## config.mk

```make
export PLATFORM = sky130hd
export DESIGN_NAME = data_receiver_stallable
export DESIGN_NICKNAME = d
export VERILOG_FILES = /design/src/rtl/data_receiver_stallable.sv
export SDC_FILE = /design/constraint.sdc
export NUM_CORES = 1
export LEC_CHECK = 0
export BUFFER_PORTS_ARGS = -buffer_cell sky130_fd_sc_hd__buf_4
export CELL_PAD_IN_SITES_DETAIL_PLACEMENT = 0
export CELL_PAD_IN_SITES_GLOBAL_PLACEMENT = 2
export CORE_MARGIN = 3
export CORE_UTILIZATION = 38
export DETAILED_ROUTE_END_ITERATION = 12
export PLACE_DENSITY_LB_ADDON = 0.12
export SYNTH_ARGS = -nofsm -noshare
export SYNTH_HDL_FRONTEND = slang
export SYNTH_SLANG_ARGS = --single-unit
```

## constraint.sdc

```tcl
create_clock -name clk -period 8.4 [get_ports clk]
set_input_delay 1.68 -clock clk [delete_from_list [all_inputs] [get_ports clk]]
set_output_delay 1.68 -clock clk [all_outputs]
set_load 0.01 [all_outputs]
```

## src/rtl/data_receiver_stallable.sv

```systemverilog
// Return-data receiver for a fixed-latency functional unit: tracks accepted requests,
// bypasses or buffers results in order, and issues credits so the buffer never overflows.
module data_receiver_stallable #(
  parameter int latency     = 1,
  parameter int data_width  = 32,
  parameter int fifo_depth  = latency + 1,
  parameter int count_width = $clog2(fifo_depth + 1)
) (
  input  logic                   clk,
  input  logic                   reset,
  input  logic                   op_start,
  output logic                   op_ready,
  input  logic                   user_enable,
  input  logic                   user_stall,
  input  logic [data_width-1:0]  data_in,
  output logic [data_width-1:0]  data_out,
  output logic                   data_out_valid,
  output logic [count_width-1:0] occupancy,
  output logic [count_width-1:0] outstanding,
  output logic                   overflow_err,
  output logic                   underflow_err
);

  localparam int ptr_width = (fifo_depth > 1) ? $clog2(fifo_depth) : 1;
  localparam logic [count_width-1:0] depth_c  = count_width'(fifo_depth);
  localparam logic [ptr_width-1:0]   last_ptr = ptr_width'(fifo_depth - 1);

  logic [latency-1:0]    valid_sr;
  logic [ptr_width-1:0]  rd_ptr;
  logic [ptr_width-1:0]  wr_ptr;
  logic [count_width-1:0] count;
  logic [data_width-1:0] mem [fifo_depth];

  logic accept;
  logic take;
  logic in_valid;
  logic empty;
  logic full;
  logic wr;
  logic wr_en;
  logic rd;
  logic consumed;

  assign accept   = op_start & op_ready;
  assign take     = user_enable & ~user_stall;
  assign in_valid = valid_sr[latency-1];
  assign empty    = (count == '0);
  assign full     = (count == depth_c);

  // A result meeting a take on an empty buffer goes straight through and is never stored.
  assign wr       = in_valid & (~empty | ~take);
  assign wr_en    = wr & ~full;
  assign rd       = take & ~empty;
  assign consumed = take & data_out_valid;

  assign data_out       = empty ? data_in : mem[rd_ptr];
  assign data_out_valid = ~empty | in_valid;
  assign occupancy      = count;

  // Credit depends only on registered state, so a take frees a slot one cycle later.
  assign op_ready = (outstanding < depth_c);

  // NOTE: sequential state uses non-blocking assignments so every register samples
  // the pre-edge values of the others, independent of statement order.
  always_ff @(posedge clk) begin
    if (reset) begin
      valid_sr      <= '0;
      rd_ptr        <= '0;
      wr_ptr        <= '0;
      count         <= '0;
      outstanding   <= '0;
      overflow_err  <= 1'b0;
      underflow_err <= 1'b0;
    end else begin
      valid_sr <= (valid_sr << 1) | latency'(accept);
      if (wr_en) wr_ptr <= (wr_ptr == last_ptr) ? '0 : wr_ptr + 1'b1;
      if (rd)    rd_ptr <= (rd_ptr == last_ptr) ? '0 : rd_ptr + 1'b1;
      count         <= count + count_width'(wr_en) - count_width'(rd);
      outstanding   <= outstanding + count_width'(accept) - count_width'(consumed);
      overflow_err  <= overflow_err | (wr & full);
      underflow_err <= underflow_err | (take & ~data_out_valid);
    end
  end

  // NOTE: the storage array has no reset; count and pointers alone decide which
  // entries are meaningful, so clearing the data would only add reset fan-out.
  always_ff @(posedge clk) begin
    if (wr_en) mem[wr_ptr] <= data_in;
  end

`ifndef SYNTHESIS
  always @(posedge clk) begin
    if (!reset && wr && full && !overflow_err) begin
      $error("data_receiver_stallable: write while buffer full, result dropped");
      $finish;
    end
  end
`endif

endmodule

```

---- Yosys cells after proc, flatten, opt, wreduce, memory -nomap -nowiden ----
Memory sizes are Yosys's and may differ from the RTL's. A register that Yosys moved wholly into a read port is not among the register bits.
Index checks and enable logic that the tools add are counted.
cells by class
  add/sub/neg operators ................... 6
  order comparisons ....................... 1
  equal/unequal tests ..................... 1
  mux-type cells .......................... 7
  bitwise logic cells ..................... 17
  reduce and logical (&&, ||, !) cells .... 1
operator list
  kind                                        count
  2-to-1 mux 32 bit                           1
  AND 1 bit                                   8
  2-to-1 mux 1 bit                            6
  NOT 1 bit                                   5
  adder 2 x 1 -> 2 bit                        2
  bitwise OR 1 bit                            4
  subtractor 2 x 1 -> 2 bit                   2
  adder 1 bit, second input constant          2
  equality test 2 bit, second input constant  1
  logical NOT 2 bit                           1
  < comparator 2 bit, second input constant   1
storage, ports and cells
  bits in registers ....................... 9
  RAM bits ................................ 64
  bits of input ports ..................... 37
  memories kept ........................... 1
memory list
  name  depth  width  read ports  clocked after Yosys merged registers in  write ports  RTL line  text
  mem   2      32     1           1                                        1            32        logic [data_width-1:0] mem [fifo_depth];

---- Longest topological paths before layout ----
  depth in word-level cells ............... 8
  gate-level depth with buffers ........... 10
  depth with buffers taken out ............ 9

---- Least setup slack after synthesis ----
OpenSTA, ideal clock, no wires.
  path kind ............................... in2reg
  from .................................... in user_stall
  to ...................................... mem mem[0][0], enable pin
  library setup time ...................... 0.421 ns
  data arrival time ....................... 3.417 ns
  data required time ...................... 7.979 ns
  slack ................................... 4.562 ns
  stages .................................. 4
  path buffers ............................ 0
  cell sequence ........................... and2b_4 > nor2_1 > o21ai_2 > nor2_1
on the way
  word-level cells in the longest chain between the ends .. 8
RTL lines
  item                                    RTL line  text
  start: declaration                      14        input logic user_stall,
  NOT 1 bit                               45        assign take = user_enable & ~user_stall;
  AND 1 bit                               45
  NOT 1 bit                               51        assign wr = in_valid & (~empty | ~take);
  bitwise OR 1 bit                        51
  AND 1 bit                               51
  AND 1 bit                               52        assign wr_en = wr & ~full;
  2-to-1 mux 1 bit                        88        if (wr_en) mem[wr_ptr] <= data_in;
  2-to-1 mux 1 bit (implied by the code)  88
  end: declaration                        32
No other way between the ends.

---- Final worst setup path ----
  from .................................... in data_in[27]
  to ...................................... out data_out[27]
on the way
  word-level cells in the longest chain between the ends .. 1
RTL lines
  item                RTL line  text
  start: declaration  15        input logic [data_width-1:0] data_in,
  2-to-1 mux 32 bit   56        assign data_out = empty ? data_in : mem[rd_ptr];
  end: declaration    16        output logic [data_width-1:0] data_out,
No other way between the ends.

==> summary.md <==
| Metric | Value |
|---|---|
| Crit path capture type | primary output |
| Post-CTS sizing | 0 |
| Final net count | 343 |
| Share of the synthesized area in the top cell type | 61.9% |
| Slowest CP cell | buf_4 |
| Reg2Reg Capture Point | outstanding[1] |
| Post-Syn Nets | 268 |
| Worst VDD drop | 0.0959 mV |
| Cell family with most CP delay | buffers and inverters |
| Top cells by area, synth | edfxtp_1, mux2i_1, dfxtp_1 |
| Clock share of power | 32.5% |
| DRC | 0 |
| Startpoint Class | input port |
| Max layer used | met4 |
| Die span in y | 96.4 microns |
| Synth unique cells | 27 |
| Clock slew seen by the registers of the worst setup and hold paths | 0.07 ns |
| Initial Utilization | 39.6% |
| CP Class | in -> out |
| Synthesized instance count | 228 |
| Metal3 WL | 277 microns |
| Rel. slew slack | 30.3% |
| Worst slew pin tran | 1.05 ns |
| CTS Sinks | 74 |
| Via density | 4.67 |
| Commonest non-fill, non-tap cell in the layout | buf_4 |
| Diodes inserted | 0 |
| Hold-fix buffers, CTS | 0 |
| Hold endpoint | overflow_err |
| Layout cells sized above 1 | 32.1% |
| I/O pin count | 77 |
| Finished Layout Cells | 410 |
| Int Pwr | 726 uW |
| Dpl hpwl | 3.59 mm |
| Worst stage delay on the critical path | 0.19 ns |
| Setup TNS | 0 ns |
| Placed insts | 394 |
| Avg Cell Area, Syn | 13.6 sq um |
| Final Cell Area | 3960 sq um |
| Clock Latency Late Sink | 0.33 ns |
| Total GRT Usage | 12.9% |
| Global-route wire length before repair | 9.00 mm |
| Total Power | 980 uW |
| Sequential element share of the synthesized area | 68.4% |
| FF+latch area | 2120 sq um |
| Fmax | 0.260 GHz |
| Hold path depth | 2 |
| Max-Cap Viols | 0 |
| Reg2reg setup slack | 6.21 ns |
| Async S/R FF share, synth | 0% |
| Most used DFF post-synth | edfxtp_1 |
| Min-delay src | overflow_err |
| Pwr dens | 248 nW/um^2 |
| Drt first pass iters | 4 |
| Buffer and inverter count on the worst path | 2 |
| Area of the die | 9290 sq um |
| Worst Path Max Fanout | 3 |
| CTS Buf Count | 9 |
| Worst flop-to-flop path startpoint | occupancy[0] |
| Initial antenna violation count | 0 |
| Most frequent cells in the layout | buf_4, edfxtp_1, nor2_1 |
| R2r worst-path depth | 9 |
| Cell Rows | 32 |
| Sw Ratio | 25.9% |
| Gate power share | 22.3% |
| DR vias | 1,916 |
| Final cycle utilization of the critical path | 45.8% |
| Status | finished clean |
| Vias in the first global route | 1,896 |
| Sequential Power Share | 45.2% |
| M1 WL | 2.49 mm |
| Tmin final | 3.85 ns |
| Mapped Area | 3100 sq um |
| Routed wl met2 | 2.92 mm |
| Root Driver | clkbuf_8 |
| Footprint of the multi-input gates | 878 sq um |
| Max clock buf depth | 2 |
| Post-synthesis register bit count | 74 |
| Most used cell, CP | buf_4 |
| Port Buf Inserts | 76 |
| Static leakage | 1.45 nW |
| Total wire length | 5.75 mm |
| NetSw | 254 uW |
| Width of the die | 96.4 microns |
| GRT overflow | 0 |
| Largest net degree at the start of global routing | 67 |
| Cell Chain, Critical Path | buf_4 -> nor2_1 -> a21oi_1 -> buf_4 |
| WL/cell | 14.0 microns |
| EDFF count, synth | 64 |
| H-tree depth | 3 |
| Worst min-delay path category | reg -> reg |
| Max-slew violations | 0 |
| RSZ-0062 raised after global routing | false |
| Layout fillers | 745 |
| Clock skew | 0.00891 ns |
| Synth warnings | 0 |
| Final setup fails | 0 |
| CTS tree | built |
| Placer Congestion | 0.725 |
| Critical Path AT | 2.17 ns |
| Post-placement cell area | 3720 sq um |
| # Post-CTS Setup Buffers | 0 |
| Final hold vios | 0 |
| Critical path required time | 6.72 ns |
| DRT iter0 DRCs | 42 |
| Core region area | 7850 sq um |
| ANT nets after route | 0 |
| Dominant cell type by area after synthesis | edfxtp_1 |
| Layout area overhead | 27.4% |
-- worst max-delay path by stage --
| stage | from | end | slack, ns | depth (start not counted) |
|---|---|---|---|---|
| floorplan | user_stall | mem[0][0] | 4.56 | 4 |
| global placement | data_in[27] | data_out[27] | 4.56 | 4 |
| detailed placement | data_in[1] | data_out[1] | 4.55 | 4 |
| CTS | data_in[27] | data_out[27] | 4.55 | 4 |
| global route | data_in[22] | data_out[22] | 4.50 | 4 |
| finish | data_in[27] | data_out[27] | 4.55 | 4 |
-- state kept, by name, summed over array words and instances (netlist names), named ones only --
| register | flops |
|---|---|
| outstanding | 2 |
| in_valid | 1 |
| mem | 64 |
| overflow_err | 1 |
| rd_ptr | 1 |
| occupancy | 2 |
| underflow_err | 1 |
| wr_ptr | 1 |
-- routing by layer --
layer,vias up,global-route usage [%]
met2,41,21.0
met5,-,0
met3,6,2.71
met1,899,16.4
met4,0,5.96
li1,970,-
-- area by class of cell --
| class | count | share of cell area [%] |
|---|---|---|
| inverter | 6 | 0.569 |
| clock buffer | 10 | 3.23 |
| clock inverter | 6 | 2.66 |
| sequential | 74 | 53.7 |
| multi-input combinational | 136 | 22.2 |
| timing repair buffer | 76 | 14.4 |
| tap | 102 | 3.23 |
-- tightest hold or removal path, cell delays in order (launching register included) --
cell	delay, ns
dfxtp_1	0.34
a21oi_1	0.05
nor2_1	0.07
-- logic make-up (layout without fill, tap and decap cells) --
kind of cell	after synthesis	count (layout)	share of synthesized area, %
buf+inv	18	98	3.83
fa+ha+maj	3	3	1.21
mux	34	34	11.0
flops	74	74	68.4
simple gates	57	57	8.06
xor+xnor	3	3	1.09
compound gates	39	39	6.41
-- metrics by stage --
stage	utilization [%]	hold slack, ns	setup WS (ns)
after floorplan	-	0.503	4.56
after global placement	47.4	0.462	4.56
after detailed placement	47.4	0.471	4.55
after CTS	50.4	0.493	4.55
after global routing	50.4	0.522	4.50
final	50.4	0.489	4.55
-- power groups by stage --
stage / Clock [mW] / Sequential, mW / Combinational, mW
after detailed placement: 0 / 0.452 / 0.223
after global routing: 0.343 / 0.447 / 0.246
after floorplan: 0 / 0.447 / 0.135
after global placement: 0 / 0.452 / 0.222
final: 0.318 / 0.444 / 0.219
after CTS: 0.328 / 0.444 / 0.224
-- synthesized netlist by cell type (2+ instances only) --
master,count
edfxtp_1,64
nor2_1,46
a21oi_1,36
mux2i_1,32
dfxtp_1,10
inv_1,6
buf_2,5
buf_6,4
ha_1,3
nor2b_1,3
o21ai_0,2
xnor2_1,2
(Power assumes the default switching activity.)
